## src/rtl/result_unloader_if.sv

```systemverilog
// Memory read port and result stream of the result unloader.
// Stream handshake: a beat transfers on a rising clk edge where out_valid and out_ready are both high; once raised, out_valid and the payload (out_data, out_index, out_last) hold until that edge.
`timescale 1ns/1ps
interface result_unloader_if #(
  parameter int DATA_W = 16,
  parameter int ADDR_W = 5
);
  logic [ADDR_W-1:0] mem_address;
  logic              mem_read_enable;
  logic [DATA_W-1:0] mem_data_out;
  logic [DATA_W-1:0] out_data;
  logic [2:0]        out_index;
  logic              out_valid;
  logic              out_ready;
  logic              out_last;

  modport master (
    output mem_address, mem_read_enable,
    input  mem_data_out,
    output out_data, out_index, out_valid, out_last,
    input  out_ready
  );

  modport slave (
    input  mem_address, mem_read_enable,
    output mem_data_out,
    input  out_data, out_index, out_valid, out_last,
    output out_ready
  );
endinterface

```

## src/rtl/result_unloader.sv

```systemverilog
// Drains the five per-set partial results and the grand total from the shared memory,
// streams them out and flags whether the partials sum to the stored total.
`timescale 1ns/1ps
module result_unloader #(
  parameter int DATA_W        = 16,
  parameter int ADDR_W        = 5,
  parameter int NUM_SETS      = 5,
  parameter int SET_STRIDE    = 5,
  parameter int RESULT_OFFSET = 4,
  parameter int TOTAL_ADDR    = 31
) (
  input  logic               clk,
  input  logic               reset_n,
  input  logic               start,
  result_unloader_if.master  bus,
  output logic               busy,
  output logic               done,
  output logic               check_ok,
  output logic [2:0]         dbg_state
);

  typedef enum logic [2:0] {
    S_IDLE    = 3'd0,
    S_ISSUE   = 3'd1,
    S_CAPTURE = 3'd2,
    S_PRESENT = 3'd3,
    S_DONE    = 3'd4
  } state_t;

  localparam logic [2:0] LAST_IDX = 3'(NUM_SETS);

  state_t            state, state_nx;
  logic [2:0]        idx;
  logic [DATA_W-1:0] sum;
  logic              start_d;
  logic              trigger;
  logic [ADDR_W-1:0] partial_addr;
  logic [ADDR_W-1:0] rd_addr;
  logic              rd_en;
  logic [DATA_W-1:0] out_data_q;
  logic [2:0]        out_index_q;
  logic              out_valid_q;
  logic              out_last_q;

  // Only a rising edge of start counts, so the controller's two-cycle ready yields one drain.
  assign trigger      = start && !start_d && (state == S_IDLE);
  assign partial_addr = ADDR_W'(RESULT_OFFSET) + ADDR_W'(idx) * ADDR_W'(SET_STRIDE);

  always_ff @(posedge clk) begin
    if (!reset_n) state <= S_IDLE;
    else          state <= state_nx;
  end

  always_comb begin
    state_nx = state;
    busy     = 1'b1;
    done     = 1'b0;
    rd_en    = 1'b0;
    rd_addr  = '0;
    case (state)
      S_IDLE: begin
        busy = 1'b0;
        if (trigger) state_nx = S_ISSUE;
      end
      S_ISSUE: begin
        rd_en    = 1'b1;
        rd_addr  = (idx < LAST_IDX) ? partial_addr : ADDR_W'(TOTAL_ADDR);
        state_nx = S_CAPTURE;
      end
      S_CAPTURE: state_nx = S_PRESENT;
      S_PRESENT: begin
        if (bus.out_ready) state_nx = (idx == LAST_IDX) ? S_DONE : S_ISSUE;
      end
      S_DONE: begin
        done     = 1'b1;
        state_nx = S_IDLE;
      end
      default: state_nx = S_IDLE;
    endcase
  end

  // start_d resets high so a start level held through reset is not seen as an edge.
  always_ff @(posedge clk) begin
    if (!reset_n) begin
      idx         <= '0;
      sum         <= '0;
      start_d     <= 1'b1;
      out_data_q  <= '0;
      out_index_q <= '0;
      out_valid_q <= 1'b0;
      out_last_q  <= 1'b0;
      check_ok    <= 1'b0;
    end else begin
      start_d <= start;
      case (state)
        S_IDLE: begin
          if (trigger) begin
            idx      <= '0;
            sum      <= '0;
            check_ok <= 1'b0;
          end
        end
        S_CAPTURE: begin
          out_data_q  <= bus.mem_data_out;
          out_index_q <= idx;
          out_last_q  <= (idx == LAST_IDX);
          out_valid_q <= 1'b1;
          if (idx < LAST_IDX) sum      <= sum + bus.mem_data_out;
          else                check_ok <= (sum == bus.mem_data_out);
        end
        S_PRESENT: begin
          if (bus.out_ready) begin
            out_valid_q <= 1'b0;
            out_last_q  <= 1'b0;
            if (idx != LAST_IDX) idx <= idx + 3'd1;
          end
        end
        default: ;
      endcase
    end
  end

  assign bus.mem_address     = rd_addr;
  assign bus.mem_read_enable = rd_en;
  assign bus.out_data        = out_data_q;
  assign bus.out_index       = out_index_q;
  assign bus.out_valid       = out_valid_q;
  assign bus.out_last        = out_last_q;
  assign dbg_state           = state;

endmodule

```

## src/flat_wrapper.sv

```systemverilog
// flat-port wrapper written by rule: the top's interface ports become plain ports
module result_unloader_flat 
#(
  parameter int DATA_W        = 16,
  parameter int ADDR_W        = 5,
  parameter int NUM_SETS      = 5,
  parameter int SET_STRIDE    = 5,
  parameter int RESULT_OFFSET = 4,
  parameter int TOTAL_ADDR    = 31
)
  (clk, reset_n, start, busy, done, check_ok, dbg_state, bus_mem_address, bus_mem_read_enable, bus_mem_data_out, bus_out_data, bus_out_index, bus_out_valid, bus_out_last, bus_out_ready);
  result_unloader_if #(.DATA_W(DATA_W), .ADDR_W(ADDR_W)) bus_i ();
  input  logic clk;
  input  logic reset_n;
  input  logic start;
  output logic busy;
  output logic done;
  output logic check_ok;
  output logic [2:0] dbg_state;
  output wire logic [$bits(bus_i.mem_address)-1:0] bus_mem_address;
  output wire logic [$bits(bus_i.mem_read_enable)-1:0] bus_mem_read_enable;
  input wire logic [$bits(bus_i.mem_data_out)-1:0] bus_mem_data_out;
  output wire logic [$bits(bus_i.out_data)-1:0] bus_out_data;
  output wire logic [$bits(bus_i.out_index)-1:0] bus_out_index;
  output wire logic [$bits(bus_i.out_valid)-1:0] bus_out_valid;
  output wire logic [$bits(bus_i.out_last)-1:0] bus_out_last;
  input wire logic [$bits(bus_i.out_ready)-1:0] bus_out_ready;
  assign bus_mem_address = bus_i.mem_address;
  assign bus_mem_read_enable = bus_i.mem_read_enable;
  assign bus_i.mem_data_out = bus_mem_data_out;
  assign bus_out_data = bus_i.out_data;
  assign bus_out_index = bus_i.out_index;
  assign bus_out_valid = bus_i.out_valid;
  assign bus_out_last = bus_i.out_last;
  assign bus_i.out_ready = bus_out_ready;
  result_unloader #(.DATA_W(DATA_W), .ADDR_W(ADDR_W), .NUM_SETS(NUM_SETS), .SET_STRIDE(SET_STRIDE), .RESULT_OFFSET(RESULT_OFFSET), .TOTAL_ADDR(TOTAL_ADDR)) u_core (.clk(clk), .reset_n(reset_n), .start(start), .bus(bus_i), .busy(busy), .done(done), .check_ok(check_ok), .dbg_state(dbg_state));
endmodule
```

## config.mk

```make
export PLATFORM = sky130hd
export DESIGN_NAME = result_unloader_flat
export DESIGN_NICKNAME = d
export VERILOG_FILES = /design/src/rtl/result_unloader_if.sv /design/src/rtl/result_unloader.sv /design/src/flat_wrapper.sv
export SDC_FILE = /design/constraint.sdc
export NUM_CORES = 1
export LEC_CHECK = 0
export ABC_CLOCK_PERIOD_IN_PS = 3900
export CAP_MARGIN = 10
export CORE_ASPECT_RATIO = 0.8
export CORE_MARGIN = 1
export CORE_UTILIZATION = 40
export CTS_CLUSTER_SIZE = 20
export DETAILED_ROUTE_END_ITERATION = 8
export DONT_BUFFER_PORTS = 1
export PLACE_DENSITY = 0.53
export SLEW_MARGIN = 5
export SYNTH_ARGS = -nofsm -noshare
export SYNTH_HDL_FRONTEND = slang
export SYNTH_SLANG_ARGS = --single-unit
export TNS_END_PERCENT = 100
```

## constraint.sdc

```tcl
create_clock -name clk -period 3.9 [get_ports clk]
set_clock_uncertainty 0.2 [all_clocks]
set_input_delay 0.78 -clock clk [delete_from_list [all_inputs] [get_ports clk]]
set_output_delay 0.78 -clock clk [all_outputs]
set_load 0.02 [all_outputs]
```

==> results.json, run 1 <==
{
  "status": "finished, final reports clean",
  "crit_fanout": 6,
  "fin_crit_ns": 3.252,
  "drc": 0,
  "path_buf_inv": 2,
  "clock_latency_ns": 0.31,
  "cts.reportedPaths.clkPinSlew_ns": 0.09,
  "antenna_found_initial": 0,
  "post_cts_resized": 0,
  "critPathTopFamily": "compound AO/OA/AOI/OAI gates",
  "syn_inst": 322,
  "h-tree-depth": 2,
  "ctsLongestPathBuffers": 2,
  "die-area_sq_um": 6941,
  "initial_utilization": 0.4146,
  "crit_path_max_incr_delay_ns": 0.65,
  "holdBufCountCts": 0,
  "cts_made_buffers": 5,
  "synth_top_flop_cell": "dfxtp_1",
  "ant_nets": 0,
  "yosysSeqAreaShare": 0.3407,
  "overflow": 0,
  "netlist_area_sq_um": 2644,
  "syn2layout_area_growth_pct": 6.058,
  "via_count": 2214,
  "tightest_slew_ns": 0.8125,
  "drv_cap": 0,
  "rows": 26,
  "ios": 53,
  "powerDensity_nw_per_um2": 408.2,
  "final-hold-violation-count": 0,
  "drive_above_1_share": 0.05096,
  "layout_common_cells": "55 x nand2_1, 45 x dfxtp_1, 22 x a21oi_1",
  "ctsRootBufferMaster": "clkbuf_8",
  "numPortBuffers": 0,
  "synth_area_leader_cell": "dfxtp_1",
  "slew_violations": 0,
  "crit_chain": "inv_1 > ha_1 > inv_1 > ha_1 > xor2_1 > nor2_1 > a311oi_1",
  "switching_power_w": 0.0003569,
  "max_clock_freq_mhz": 307.5,
  "track_usage": 0.1971,
  "r2r_setup_slack_ns": 1.37,
  "firstDrtPassIters": 4,
  "clkPwrFrac": 0.330,
  "vdd_drop_max_uv": 221.6,
  "crit_type": "flop to output pin",
  "rsz0062_at_grt": "no",
  "async_reset_ff_frac": 0,
  "seqPwrFrac": 0.464,
  "gp_congestion": 0.8507,
  "p_sw_frac": 0.3119,
  "cp-start-kind": "flop",
  "wl_per_cell_um": 16.67,
  "yosysTopAreaCellShare": 0.3407,
  "num_antenna_cells": 0,
  "post-cts-setup-buffers": 0,
  "die_h_um": 74.72,
  "dieWidth_um": 92.90,
  "crit_required_ns": 2.92,
  "synth.area.top_cells": "dfxtp_1 34%, ha_1 8.5%, nand2_1 7.8%, a21boi_0 5.7%, a21oi_1 4.2%",
  "post-route-cell-area_sq_um": 2804,
  "ys_seq_elements": 45,
  "cts_sinks": 45,
  "place_hpwl_um": 4850,
  "setup_viol": 0,
  "fillers": 673,
  "multi_input_area_sq_um": 1637,
  "synth_area_per_cell_sq_um": 8.211,
  "place_ws_ns": 0.9869,
  "crit_slowest_cell": "a311oi_1",
  "syn_nets": 361,
  "post_dp_cell_area_sq_um": 2688,
  "ys_types": 57,
  "tns_ns": 0,
  "viasPerCell": 5.563,
  "drtIter0Drc": 113,
  "arrival_ns": 2.27,
  "synth_edf_count": 0,
  "core_area_sq_um": 6376,
  "power.leakage_nw": 1.089,
  "final_common_cell": "nand2_1",
  "hp-class": "flop to flop",
  "p_int_w": 0.0007875,
  "grt_pass1_vias": 2079,
  "final_nets": 352,
  "cts_tree": "done",
  "finalWirelength_um": 6636,
  "comb_power_share": 0.205,
  "relSlewSlack": 0.4570,
  "setup_ws_ns": 0.6483,
  "register_area_sq_um": 900.9,
  "ys_warn_count": 0,
  "grt_pass1_wl_um": 10610,
  "grt_max_degree": 39,
  "fin_crit_sh": 0.8338,
  "endpoint_kind": "output pin"
}
-- power groups by stage --
stage | combinational (W) | clock, W | sequential (W)
2_1_floorplan | 0.000197 | 0 | 0.000532
3_3_place_gp | 0.000232 | 0 | 0.000542
3_5_place_dp | 0.000234 | 0 | 0.000542
4_1_cts | 0.000235 | 0.000382 | 0.000532
5_1_grt | 0.000263 | 0.000400 | 0.000536
6_report | 0.000235 | 0.000378 | 0.000531
-- logic make-up (layout without fill, tap and decap cells) --
kind of cell / Yosys count / count (layout) / synth area share
AO/OA/AOI/OAI: 99 / 99 / 0.2603
XOR/XNOR: 6 / 6 / 0.01988
adder cells (fa/ha/maj): 19 / 19 / 0.09276
buffers and inverters: 27 / 19 / 0.04259
flip-flops: 45 / 45 / 0.3407
multiplexers: 1 / 1 / 0.003786
AND/OR/NAND/NOR: 125 / 125 / 0.2399
-- cell type report --
class	instances	share of cell area
clock buffer	7	0.03079
multi-input combinational	250	0.5837
sequential	45	0.3213
tap	84	0.03748
inverter	10	0.01339
timing repair buffer	1	0.002677
clock inverter	1	0.01071
-- worst reg2reg max path: stages (launching register included) --
cell      delay [ns]
dfxtp_1         0.61
nor3b_4         0.66
buf_4           0.34
and3_1          0.40
nand2_1         0.09
o211ai_1        0.17
-- registers in the layout, indices dropped and copies added, names as in the netlist --
name / flops
u_core.bus.out_valid: 1
u_core.start_d: 1
u_core.check_ok: 1
u_core.bus.out_last: 1
u_core.sum: 16
u_core.idx: 3
u_core.bus.out_data: 16
u_core.dbg_state: 3
u_core.bus.out_index: 3
-- Yosys cell counts (2+ instances only) --
cell      count
o211ai_1      2
and2_1        3
xnor2_1       2
a32o_1        6
a32oi_1       2
nor2_1       11
buf_2         3
xor2_1        4
a21oi_1      22
o21a_1        2
nor3_1        5
dfxtp_1      45
nand3_1       8
or4_1         2
a21boi_0     20
or3_1         4
clkbuf_1     13
or3_2         2
nand2_1      55
ha_1         18
a31oi_1       3
o21ai_0      13
a211oi_1      2
a22oi_1       3
nand2b_1      3
and3_1        3
inv_1        10
o31ai_1       2
nor2b_1      15
a21o_1        9
nor4_1        4
-- stage by stage --
step,utilization,power (W),std cells,hold slack [ns]
2_1_floorplan,-,0.0007290,322,0.2291
3_3_place_gp,0.4215,0.0007736,390,0.2495
3_5_place_dp,0.4215,0.0007761,390,0.2510
4_1_cts,0.4398,0.001149,398,0.2714
5_1_grt,0.4398,0.001199,398,0.2923
6_report,0.4398,0.001144,398,0.2699
-- final timing paths --
kind                                          start            endpoint  cells past startpoint
worst max register to register  u_core.dbg_state[1]      u_core.sum[15]                      5
worst min register to register        u_core.sum[9]       u_core.sum[9]                      2
worst max-delay path                  u_core.idx[1]  bus_mem_address[4]                      7
worst min-delay path                  u_core.sum[9]       u_core.sum[9]                      2
-- per-layer routing --
layer  routed length [um]  vias to the layer above  share of wire  GRT usage
met2                 2620                       49           0.39     0.2827
li1                     -                     1145              -          -
met5                    0                        -              0          0
met1                 3641                     1016           0.55     0.2940
met4                   46                        0         0.0069    0.05299
met3                  326                        4          0.049    0.04545
Note: power is estimated with default switching activity, not from simulation.
==> inputs of run 2 (changes only) <==
Settings changed: ABC_CLOCK_PERIOD_IN_PS 3900 to 3200.
Clock period 3.9 ns to 3.2 ns, I/O delays scaled along.
==> run 2 against run 1 <==
  * Register-to-register slack worse by 0.63 ns
  * Sequential power is 22% higher
  * Cell count is 0.25% higher
  * Power is 21% higher
  * First-iteration DRC count is 12% lower
  * Design area is 0.27% higher
  * Critical path depth is 1 higher
  * Core utilization is 0.12 points higher
==> results.json, run 2 (same netlist as run 1, synthesis figures left out) <==
{
  "firstDrtPassIters": 4,
  "grtUsageMet3": 0.05758,
  "place_hpwl_um": 4756,
  "rsz0062_at_grt": "no",
  "post_cts_resized": 0,
  "tns_ns": 0,
  "slew_violations": 0,
  "ios": 53,
  "clock_latency_ns": 0.30,
  "r2r_setup_slack_ns": 0.74,
  "dieWidth_um": 92.90,
  "ant_nets": 0,
  "setup_viol": 0,
  "holdBufCountCts": 0,
  "h-tree-depth": 2,
  "fin_crit_sh": 0.9194,
  "r2r-end": "u_core.sum[10]",
  "endpoint_kind": "output pin",
  "cp-start-kind": "flop",
  "cts_tree": "done",
  "whs_ns": 0.2239,
  "cts.reportedPaths.clkPinSlew_ns": 0.09,
  "syn2layout_area_growth_pct": 6.342,
  "post-cts-setup-buffers": 0,
  "vdd_drop_max_uv": 171.6,
  "cts_made_buffers": 5,
  "initial_utilization": 0.4146,
  "busiest_layer": "met1",
  "ff2ff_path_depth": 8,
  "powerDensity_nw_per_um2": 491.8,
  "finalWirelength_um": 6596,
  "min-delay-start": "reset_n",
  "multi_input_area_sq_um": 1637,
  "core_area_sq_um": 6376,
  "grt_max_degree": 39,
  "drtIter0Drc": 99,
  "drc": 0,
  "wl_per_cell_um": 16.53,
  "arrival_ns": 2.10,
  "die_h_um": 74.72,
  "drv_cap": 0,
  "hp-class": "input port to flop",
  "max_clock_freq_mhz": 339.9,
  "register_area_sq_um": 900.9,
  "grt_pass1_wl_um": 10700,
  "status": "finished, final reports clean",
  "drive_above_1_share": 0.05397,
  "fillers": 651,
  "relSlewSlack": 0.4389,
  "tightest_slew_ns": 0.8397,
  "final_common_cell": "nand2_1",
  "grt_pass1_vias": 2072,
  "hold_depth": 1,
  "finalPower_w": 0.001383,
  "crit_fanout": 6,
  "power.leakage_nw": 1.095,
  "final-hold-violation-count": 0,
  "crit_type": "flop to output pin",
  "rows": 26,
  "crit_required_ns": 2.36,
  "layout_common_cells": "55 x nand2_1, 45 x dfxtp_1, 22 x a21oi_1",
  "grtUsageMet1": 0.2988,
  "final_nets": 353,
  "gr-usage-met2": 0.2802,
  "track_usage": 0.2002,
  "fin_crit_ns": 2.942,
  "ctsRootBufferMaster": "clkbuf_8",
  "viasPerCell": 5.637,
  "r2r-start": "u_core.sum[0]",
  "via_count": 2249,
  "overflow": 0,
  "numPortBuffers": 0,
  "cts_sinks": 45,
  "antenna_found_initial": 0,
  "die-area_sq_um": 6941,
  "ctsLongestPathBuffers": 2,
  "num_antenna_cells": 0,
  "min_to": "u_core.start_d",
  "gp_congestion": 0.8327
}
run 2: worst max path at each step:
| stage | startpoint | end | slack, ns | depth (start not counted) |
|---|---|---|---|---|
| after floorplan | u_core.idx[1] | bus_mem_address[4] | 0.56 | 7 |
| after global placement | bus_mem_data_out[0] | u_core.sum[12] | 0.49 | 8 |
| after detailed placement | bus_mem_data_out[0] | u_core.sum[12] | 0.44 | 8 |
| after CTS | u_core.idx[1] | bus_mem_address[4] | 0.25 | 8 |
| after global routing | u_core.idx[1] | bus_mem_address[4] | 0.05 | 8 |
| final | u_core.idx[1] | bus_mem_address[4] | 0.26 | 8 |
run 2: final cells by class:
cell class / instances / area share
Multi-Input combinational cell: 250 / 0.5821
Sequential cell: 45 / 0.3204
Tap cell: 84 / 0.03738
Clock buffer: 7 / 0.03071
Inverter: 10 / 0.01335
Clock inverter: 1 / 0.01068
Timing Repair Buffer: 2 / 0.005340
run 2: critical path, stage by stage (launching register included):
cell	delay, ns
dfxtp_1	0.45
inv_1	0.12
ha_1	0.31
inv_1	0.05
ha_1	0.19
xor2_1	0.19
nor2_1	0.06
a311oi_1	0.25
buf_4	0.18
run 2: per-stage QoR:
| stage | instance area (sq um) | utilization | setup slack, ns | std cells |
|---|---|---|---|---|
| after floorplan | 2644 | - | 0.5559 | 322 |
| after global placement | 2695 | 0.4227 | 0.4945 | 391 |
| after detailed placement | 2695 | 0.4227 | 0.4361 | 391 |
| after CTS | 2811 | 0.4409 | 0.2524 | 399 |
| after global routing | 2811 | 0.4409 | 0.05423 | 399 |
| final | 2811 | 0.4409 | 0.2578 | 399 |
run 2: layer usage:
| metal | wire (um) | vias up | part of all wire |
|---|---|---|---|
| li1 | - | 1146 | - |
| met1 | 3410 | 1038 | 0.52 |
| met2 | 2657 | 61 | 0.40 |
| met3 | 486 | 4 | 0.074 |
| met4 | 42 | 0 | 0.0064 |
| met5 | 0 | - | 0 |
run 2: where the power goes:
group / switching [W] / internal, W
logic: 0.000175 / 0.000109
registers: 0.0000517 / 0.000595
clock network: 0.000197 / 0.000255
